$ cat config.mk
export PLATFORM = sky130hd
export DESIGN_NAME = seq_restoring_divider
export DESIGN_NICKNAME = d
export VERILOG_FILES = /design/src/rtl/seq_restoring_divider.sv
export SDC_FILE = /design/constraint.sdc
export NUM_CORES = 1
export LEC_CHECK = 0
export ABC_AREA = 1
export CORE_ASPECT_RATIO = 1.4
export CORE_UTILIZATION = 45
export CTS_CLUSTER_DIAMETER = 40
export DETAILED_ROUTE_END_ITERATION = 8
export PLACE_DENSITY = 0.69
export SYNTH_ARGS = -nofsm -noshare
export SYNTH_HDL_FRONTEND = slang
export SYNTH_SLANG_ARGS = --single-unit
$ cat constraint.sdc
create_clock -name clk -period 5.25 [get_ports clk]
set_input_delay 1.05 -clock clk [delete_from_list [all_inputs] [get_ports clk]]
set_output_delay 1.05 -clock clk [all_outputs]
set_load 0.005 [all_outputs]
$ cat src/rtl/seq_restoring_divider.sv
// seq_restoring_divider: multi-cycle unsigned restoring divider, one quotient bit per clock.
// The trial subtraction is a ripple chain of full-adder cells; latency is WIDTH+1 edges from accept.

module seq_restoring_divider_fa (
    input  logic a_i,
    input  logic b_i,
    input  logic c_i,
    output logic s_o,
    output logic c_o
);
    assign s_o = a_i ^ b_i ^ c_i;
    assign c_o = (a_i & b_i) | (c_i & (a_i ^ b_i));
endmodule

module seq_restoring_divider #(
    parameter int WIDTH = 8
) (
    input  logic             clk,
    input  logic             rst_n,
    input  logic             start,
    input  logic [WIDTH-1:0] dividend,
    input  logic [WIDTH-1:0] divisor,
    output logic             busy,
    output logic             done,
    output logic [WIDTH-1:0] quotient,
    output logic [WIDTH-1:0] remainder,
    output logic             div_by_zero
);
    localparam int CW = $clog2(WIDTH);

    typedef enum logic {IDLE, RUN} state_t;

    state_t           state_q;
    logic [CW-1:0]    count_q;
    logic [WIDTH-1:0] r_q, q_q, d_q, quot_q, rem_q;
    logic             busy_q, done_q, dbz_q, zero_q;
    logic [WIDTH:0]   r_sh, c;
    logic [WIDTH-1:0] t, r_d, q_d;
    logic             no_borrow;

    // R never exceeds D after a restore, so only WIDTH bits of it are stored.
    assign r_sh = {r_q, q_q[WIDTH-1]};
    assign c[0] = 1'b1;

    for (genvar i = 0; i < WIDTH; i++) begin : g_chain
        seq_restoring_divider_fa u_fa (
            .a_i(r_sh[i]),
            .b_i(~d_q[i]),
            .c_i(c[i]),
            .s_o(t[i]),
            .c_o(c[i+1])
        );
    end

    // Top position adds R'[WIDTH] to the inverted zero pad (a constant 1); only its carry matters.
    assign no_borrow = r_sh[WIDTH] | c[WIDTH];
    assign r_d = no_borrow ? t : r_sh[WIDTH-1:0];
    assign q_d = {q_q[WIDTH-2:0], no_borrow};

    always_ff @(posedge clk or negedge rst_n) begin
        if (!rst_n) begin
            state_q <= IDLE;
            count_q <= '0;
            r_q     <= '0;
            q_q     <= '0;
            d_q     <= '0;
            quot_q  <= '0;
            rem_q   <= '0;
            busy_q  <= 1'b0;
            done_q  <= 1'b0;
            dbz_q   <= 1'b0;
            zero_q  <= 1'b0;
        end else begin
            done_q <= 1'b0;
            if (state_q == IDLE) begin
                if (start) begin
                    q_q     <= dividend;
                    d_q     <= divisor;
                    r_q     <= '0;
                    count_q <= '0;
                    busy_q  <= 1'b1;
                    zero_q  <= (divisor == '0);
                    state_q <= RUN;
                end
            end else begin
                r_q     <= r_d;
                q_q     <= q_d;
                count_q <= count_q + CW'(1);
                if (count_q == CW'(WIDTH - 1)) begin
                    quot_q  <= q_d;
                    rem_q   <= r_d;
                    dbz_q   <= zero_q;
                    done_q  <= 1'b1;
                    busy_q  <= 1'b0;
                    state_q <= IDLE;
                end
            end
        end
    end

    assign busy        = busy_q;
    assign done        = done_q;
    assign quotient    = quot_q;
    assign remainder   = rem_q;
    assign div_by_zero = dbz_q;
endmodule

# == After elaboration in Yosys (flattened, before gate mapping) ==
# Index checks and enable logic that the tools add are counted.
# word_totals
reg_bits,48
out_inout_bits,19
elab_cells,83
# classes
add_sub_neg,1
eq_ne,2
n_mux,15
n_bitwise,49
n_reduce_logical,5
# ops
op,n
$mux 8,5
$and 1x1->1,15
$xor 1x1->1,15
$not 1->1,10
$or 1x1->1,9
$logic_not 8->1,1
$mux 1,8
$mux 3,2
$reduce_and 2->1,3
$add 3x1->3 const B,1
$eq 3x3->1 const B,1
$ne 2x1->1 const B,1
$reduce_bool 2->1,1

# == Longest topological paths before layout ==
# Gate-level depths: netlist of run 1.
# depth
ltp_word,20
depth_mapped,16
mapped_depth_nobuf,16

# == By module ==
# Synthesis of run 1 repeated with hierarchy kept, for this count alone.
# unflattened
hier_cells,252
area_unflattened_um2,2260.9
# modules_own_cells
mod,n_inst,cells_each,area_per_inst_um2,seq_area_each_um2
seq_restoring_divider,1,244,2100.8,1201.2
seq_restoring_divider_fa,8,1,20.0,0.0

# == Worst setup path after synthesis of run 1 ==
# Ideal clock, no wire load.
# synth_timing
path_type,register to register
startpoint,register q_q[7]
endpoint,register r_q[0]
arrival_time_ns,3.549
t_required_ns,5.133
slack_ns,1.583
path_stages_with_launch,17
path_buffers,0
cell_sequence,dfrtp_1 -> inv_1 -> ha_1 -> inv_1 -> fa_1 -> fa_1 -> fa_1 -> fa_1 -> fa_1 -> fa_1 -> inv_1 -> fa_1 -> inv_1 -> nor2_2 -> nand2_1 -> nand3_1 -> nand2_1
# synth_via
elab_chain_len,19
word_cells_on_any_way,21
# synth_lines
element,line,text
from (decl),35,"logic [WIDTH-1:0] r_q, q_q, d_q, quot_q, rem_q;"
from (signal assigned),77,q_q <= dividend;
from (signal assigned),87,q_q <= q_d;
$and 1x1->1 / $xor 1x1->1 (equally long branches),"12, 11",
$or 1x1->1,12,assign c_o = (a_i & b_i) | (c_i & (a_i ^ b_i));
$and 1x1->1,12,
$or 1x1->1,12,
$and 1x1->1,12,
$or 1x1->1,12,
$and 1x1->1,12,
$or 1x1->1,12,
(+3 left out),--,
$or 1x1->1,12,
$and 1x1->1,12,
$or 1x1->1,12,
$and 1x1->1,12,
$or 1x1->1,12,
$or 1x1->1,56,assign no_borrow = r_sh[WIDTH] | c[WIDTH];
$mux 8 *,57,assign r_d = no_borrow ? t : r_sh[WIDTH-1:0];
$mux 8 *,75,if (state_q == IDLE) begin
to (signal assigned),86,r_q <= r_d;
to (decl),35,
# Every way passes the cells marked *; elsewhere a longest branch is shown, timed or not.
# A chain may end at the register's enable or synchronous reset.

# == Final worst setup path of run 1 ==
# layout_timing
startpoint,register q_q[7]
endpoint,register r_q[3]
# layout_via
elab_chain_len,19
word_cells_on_any_way,21
# layout_lines
element,line
$and 1x1->1 / $xor 1x1->1 (equally long branches),12
$or 1x1->1 *,12
$and 1x1->1 *,12
$or 1x1->1 *,12
$and 1x1->1 *,12
$or 1x1->1 *,12
$and 1x1->1,12
$or 1x1->1,12
(+3 left out),--
$or 1x1->1,12
$and 1x1->1,12
$or 1x1->1,12
$and 1x1->1,12
$or 1x1->1,12
$or 1x1->1,56
$mux 8 *,57
$mux 8 *,75
# Marks and branches as above.

==> flow_summary_export.csv, run 1 <==
group,metric,value,unit
synth,synth_commonest_cells,"nand2_1 (108), dfrtp_1 (48), inv_1 (30), nand3_1 (21)",
synth,ys_seq_elements,48,
worst_hold_path,hold-path-cell-count,2,
critical_path,cp_top_family,"adder cells",
floorplanning,dieHeight,86.1,µm
power_and_ir_drop,power.total,1.75,mW
detailed_routing,vias_per_cell,4.79,
synth,synth.largest_area_cell,"dfrtp_1",
critical_path,crit_top_cell,"fa_1",
detailed_routing,drt_wl_total,4410,µm
place,io_buffers,37,
global_route,grt_max_degree,49,
clocking,htree_levels,2,
place,gp_congestion,0.794,
synth,synthTopCellsByArea,"dfrtp_1 (53%), nand2_1 (18%), fa_1 (6.2%), inv_1 (4.9%), nand3_1 (4.6%)",
clocking,clock_path_buffers,2,
sta,max_slew.worst_pin.slew,1.05,ns
status,outcome,"finished, final reports clean",
sta,period_share,75.7,%
critical_path,end_kind,"register",
power_and_ir_drop,p_leak,1.37,nW
synth,synth_top_area_share,52.8,%
global_route,antenna_found_initial,0,
detailed_routing,vias,1706,
detailed_routing,wl_per_cell,12.4,µm
clocking,cts_made_buffers,5,
synth,synthCells,256,
sta,slew_headroom,30.2,%
floorplanning,rows,30,
critical_path,critical-path-max-stage-delay,0.40,ns
critical_path,critPathRequiredTime,5.44,ns
critical_path,start_kind,"register",
detailed_routing,drtIter0Drc,34,
sta,tns,0,ns
sta,finClkSkew,0.00523,ns
power_and_ir_drop,peakVddDrop,282,µV
place,dp.final_hpwl,3020,µm
power_and_ir_drop,p_per_area,642,mW/mm²
floorplanning,die_area,0.00535,mm²
sta,finalCriticalPeriod,3.97,ns
sta,final-hold-violation-count,0,
layout,nets,320,
critical_path,slowest_stage,"fa_1",
floorplanning,initial_core_util,47.0,%
clocking,post-cts-setup-buffers,0,
detailed_routing,ant_nets,0,
sta,maxSlewViolCount,0,
clocking,postCtsResizedCells,0,
synth,syn_avg_cell_area,8.89,µm²
worst_hold_path,hp-class,"reg -> reg",
sta,fmaxAchievable,0.252,GHz
critical_path,cp_num_cells,16,
synth,netlist_area,0.00228,mm²
critical_path,crit_buf_inv,4,
global_route,grt_pass1_vias,1709,
clocking,path_clk_slew,0.08,ns
sta,rsz0062_at_grt,"false",
synth,yosysSeqAreaShare,52.8,%
synth,ys.flop_type,"dfrtp_1",
run,cap_violations,0,
layout,post_route_cells_drive_above_1_share,6.51,%
layout,nFillCells,452,
global_route,gr-total-overflow,0,
critical_path,path_class,"reg -> reg",
synth,yosys.cell_types.count,20,
synth,synth-edff-count,0,
critical_path,crit_chain,"inv_1 -> ha_1 -> inv_1 -> fa_1 -> fa_1 -> fa_1 -> fa_1 -> fa_1 -> fa_1 -> inv_1 -> fa_1 -> inv_1 -> nor2_2 -> nand2_1 -> nand3_1 -> nand2_1",
detailed_routing,drtPass1Iterations,4,
global_route,track_usage,18.5,%
clocking,cts-root-buf,"clkbuf_8",
global_route,grt_pass1_wl,7660,µm
layout,syn_to_final_growth,20.0,%
detailed_routing,drc,0,
critical_path,critPathMaxFanout,10,
layout,n_antenna_cell,0,
clocking,clock-sinks,48,
sta,setup_viol,0,
clocking,clock_latency,0.29,ns
clocking,ctsHoldBuffers,0,
critical_path,r2r_cells,16,
clocking,cts_tree,"done",
synth,yosysMostFrequentCell,"nand2_1",
synth,async_flop_share,100,%
synth,syn_nets,285,
floorplanning,pin_count,38,
floorplanning,coreArea,0.00484,mm²
synth,yosys_warnings,0,
critical_path,crit_arrival,4.16,ns
floorplanning,die_width,62.1,µm
-- report_power, final --
part | internal, mW | switching (mW) | total [mW]
Clock | 0.108 | 0.116 | 0.224
Sequential | 0.553 | 0.141 | 0.694
Combinational | 0.385 | 0.449 | 0.834
Total | 1.05 | 0.706 | 1.75
-- cell type report --
| class | instances | area (µm²) | share of cell area (%) |
|---|---|---|---|
| sequential | 48 | 1200 | 44.0 |
| multi-input combinational | 166 | 861 | 31.5 |
| timing repair buffer | 37 | 365 | 13.4 |
| inverter | 33 | 134 | 4.90 |
| clock buffer | 8 | 90.1 | 3.30 |
| tap | 64 | 80.1 | 2.93 |
-- final timing paths --
check,startpoint,endpoint,slack (ns)
min in group asynchronous,rst_n,d_q[2],0.94
setup / recovery,q_q[7],r_q[3],1.28
setup reg to reg,q_q[7],r_q[3],1.28
max in group asynchronous,rst_n,q_q[0],3.67
hold / removal,zero_q,div_by_zero,0.48
hold reg to reg,zero_q,div_by_zero,0.48
-- metrics by stage --
| step | std cells | instance area (µm²) | worst slack, ns | util [%] | hold WS (ns) |
|---|---|---|---|---|---|
| floorplan | 256 | 2280 | 1.58 | - | 0.442 |
| global placement | 348 | 2640 | 1.33 | 54.5 | 0.462 |
| detailed placement | 348 | 2640 | 1.27 | 54.5 | 0.462 |
| CTS | 356 | 2730 | 1.26 | 56.4 | 0.476 |
| global route | 356 | 2730 | 1.00 | 56.4 | 0.511 |
| finish | 356 | 2730 | 1.28 | 56.4 | 0.481 |
-- cells by family (layout without fill, tap and decap cells) --
logic type | Yosys count | in the layout | synth area share, %
DFF | 48 | 48 | 52.8
buffers and inverters | 42 | 78 | 9.40
and+or+nand+nor | 140 | 140 | 25.3
adders and majority gates | 10 | 10 | 7.81
AOI/OAI and AO/OA | 16 | 16 | 4.67
-- cells in the final DEF (no fill, tap or decap) --
cell type / Yosys / final
a22o_1: 2 / 2
buf_2: 3 / 1
clkbuf_1: 0 / 2
clkbuf_8: 0 / 6
clkdlybuf4s50_1: 0 / 36
dfrtp_1: 48 / 48
fa_1: 7 / 7
ha_1: 3 / 3
inv_1: 30 / 30
inv_4: 2 / 2
inv_6: 1 / 1
nand2_1: 108 / 108
nand2_4: 2 / 2
nand3_1: 21 / 21
nor2_1: 5 / 5
nor2_2: 4 / 4
o211ai_1: 3 / 3
o21ai_0: 1 / 1
o21ai_1: 7 / 7
o21ai_2: 3 / 3
-- layer usage --
metal | up-vias | GRT usage [%] | routed length [µm]
met3 | 6 | 3.72 | 141
met4 | 0 | 8.25 | 70
li1 | 846 | - | -
met1 | 817 | 22.1 | 1950
met5 | - | 0 | 0
met2 | 37 | 32.3 | 2260
-- worst register-to-register path: stages, from the launching register on --
cell and delay (ns):
dfrtp_1 0.38, inv_1 0.07, ha_1 0.13, inv_1 0.05, fa_1 0.37, fa_1 0.40, fa_1 0.39, fa_1 0.39
fa_1 0.39, fa_1 0.37, inv_1 0.07, fa_1 0.18, inv_1 0.05, nor2_2 0.34, nand2_1 0.13, nand3_1 0.10
nand2_1 0.07
-- registers in the layout, summed over array words and instances (netlist names) --
name	count
busy	1
count_q	3
d_q	8
div_by_zero	1
done	1
q_q	8
quotient	8
r_q	8
remainder	8
state_q	1
zero_q	1
Note: power is estimated with default switching activity, not from simulation.
==> run 2: changes to the inputs <==
==> constraint.sdc (replaced) <==
create_clock -name clk -period 4.1 [get_ports clk]
set_input_delay 0.82 -clock clk [delete_from_list [all_inputs] [get_ports clk]]
set_output_delay 0.82 -clock clk [all_outputs]
set_load 0.005 [all_outputs]
==> flow_summary_export.csv, run 2 (same netlist as run 1, synthesis figures left out) <==
group,metric,value,unit
critical_path,slowest_stage,"fa_1",
detailed_routing,vias_per_cell,4.76,
clocking,clock_latency,0.30,ns
layout,final_common_cell,"nand2_1",
critical_path,start_kind,"register",
layout,final_cells,356,
layout,final_cell_mix,"nand2_1 (108), dfrtp_1 (48), clkdlybuf4s50_1 (36)",
detailed_routing,drtIter0Drc,45,
sta,hold_ws,0.483,ns
critical_path,critical-path-max-stage-delay,0.40,ns
global_route,grt_max_degree,49,
worst_hold_path,hp-class,"reg -> reg",
detailed_routing,vias,1693,
floorplanning,initial_core_util,47.0,%
place,gp_congestion,0.793,
power_and_ir_drop,p_per_area,821,mW/mm²
clocking,path_clk_slew,0.09,ns
layout,multi_input_area,868,µm²
clocking,clock-sinks,48,
layout,seq_area,0.00120,mm²
global_route,grt_pass1_vias,1654,
detailed_routing,drc,0,
worst_hold_path,hold-path-cell-count,2,
sta,final-hold-violation-count,0,
sta,max_slew.worst_pin.slew,1.05,ns
global_route,grt_pass1_wl,7660,µm
global_route,gr-total-overflow,0,
critical_path,cp_top_family,"adder cells",
layout,nFillCells,434,
critical_path,end_kind,"register",
floorplanning,dieHeight,86.1,µm
worst_hold_path,whs_endpoint,"div_by_zero",
critical_path,r2r-end,"r_q[2]",
place,dp.cells,348,
worst_hold_path,hp-start,"zero_q",
floorplanning,die_width,62.1,µm
sta,finClkSkew,0.00926,ns
sta,period_share,94.5,%
critical_path,critPathMaxFanout,10,
sta,maxSlewViolCount,0,
floorplanning,die_area,0.00535,mm²
critical_path,crit_chain,"inv_1 -> ha_1 -> inv_1 -> fa_1 -> fa_1 -> fa_1 -> fa_1 -> fa_1 -> fa_1 -> inv_1 -> fa_2 -> inv_1 -> nor2_4 -> nand2_1 -> nand3_1 -> nand2_1",
critical_path,path_class,"reg -> reg",
clocking,cts_made_buffers,5,
clocking,ctsHoldBuffers,0,
critical_path,critPathRequiredTime,4.28,ns
place,io_buffers,37,
global_route,track_usage,18.8,%
detailed_routing,wl_per_cell,12.4,µm
floorplanning,coreArea,0.00484,mm²
status,outcome,"finished, final reports clean",
sta,slew_headroom,30.2,%
layout,post_route_cells_drive_above_1_share,7.19,%
layout,nets,321,
sta,setup_viol,0,
clocking,cts-root-buf,"clkbuf_8",
layout,syn_to_final_growth,20.1,%
clocking,cts_tree,"done",
power_and_ir_drop,power.total,2.24,mW
floorplanning,rows,30,
critical_path,r2r_cells,16,
global_route,antenna_found_initial,0,
run,cap_violations,0,
critical_path,reg2reg_from,"q_q[7]",
sta,fmaxAchievable,0.258,GHz
power_and_ir_drop,peakVddDrop,344,µV
detailed_routing,drt_wl_total,4430,µm
sta,finalCriticalPeriod,3.88,ns
detailed_routing,drtPass1Iterations,4,
place,dp.final_hpwl,3060,µm
critical_path,crit_buf_inv,4,
clocking,htree_levels,2,
clocking,clock_path_buffers,2,
floorplanning,pin_count,38,
critical_path,crit_top_cell,"fa_1",
critical_path,reg2reg_setup_slack,0.22,ns
layout,n_antenna_cell,0,
detailed_routing,ant_nets,0,
power_and_ir_drop,p_leak,1.37,nW
critical_path,crit_arrival,4.06,ns
layout,final_core_util,56.5,%
run 2: power by group:
group          switching (mW)  leakage, nW  total [mW]  internal, mW
sequential              0.181        0.584       0.890         0.708
combinational           0.587        0.746        1.09         0.504
clock                   0.146       0.0410       0.262         0.116
total                   0.915         1.37        2.24          1.33
run 2: area by class of cell:
type / count / share of cell area (%)
Sequential cell: 48 / 43.9
Inverter: 33 / 4.90
Clock inverter: 1 / 0.183
Multi-Input combinational cell: 166 / 31.8
Clock buffer: 6 / 2.65
Timing Repair Buffer: 38 / 13.6
Tap cell: 64 / 2.93
run 2: timing repair:
item,in CTS,in global routing
buffers inserted,0,1
endpoints found under the setup margin,0,16
resized for setup,0,2
run 2: per-stage QoR:
stage / cell area, µm² / setup slack, ns / TNS, ns
floorplan: 2280 / 0.433 / 0
global placement: 2640 / 0.178 / 0
detailed placement: 2640 / 0.118 / 0
CTS: 2720 / 0.104 / 0
global route: 2730 / -0.0105 / -0.0105
finish: 2730 / 0.224 / 0
run 2: worst min-delay path, stage by stage, from the launching register on:
cell and delay (ns):
dfrtp_1 0.35, nand2_1 0.06, nand2_1 0.05
run 2: layer usage:
| metal | up-vias | share of wire (%) | routed length, µm | global-route usage [%] |
|---|---|---|---|---|
| li1 | 854 | - | - | - |
| met1 | 801 | 45 | 2010 | 23.9 |
| met2 | 27 | 50 | 2200 | 30.2 |
| met3 | 11 | 2.0 | 88 | 2.93 |
| met4 | 0 | 3.0 | 134 | 11.6 |
| met5 | - | 0 | 0 | 0 |
run 2: worst max-delay path by stage:
stage / startpoint / endpoint / depth (start not counted)
3_5_place_dp: q_q[7] / r_q[2] / 16
5_1_grt: q_q[7] / r_q[2] / 16
6_report: q_q[7] / r_q[2] / 16
4_1_cts: q_q[7] / r_q[2] / 16
3_3_place_gp: q_q[7] / r_q[5] / 16
2_1_floorplan: q_q[7] / r_q[0] / 16
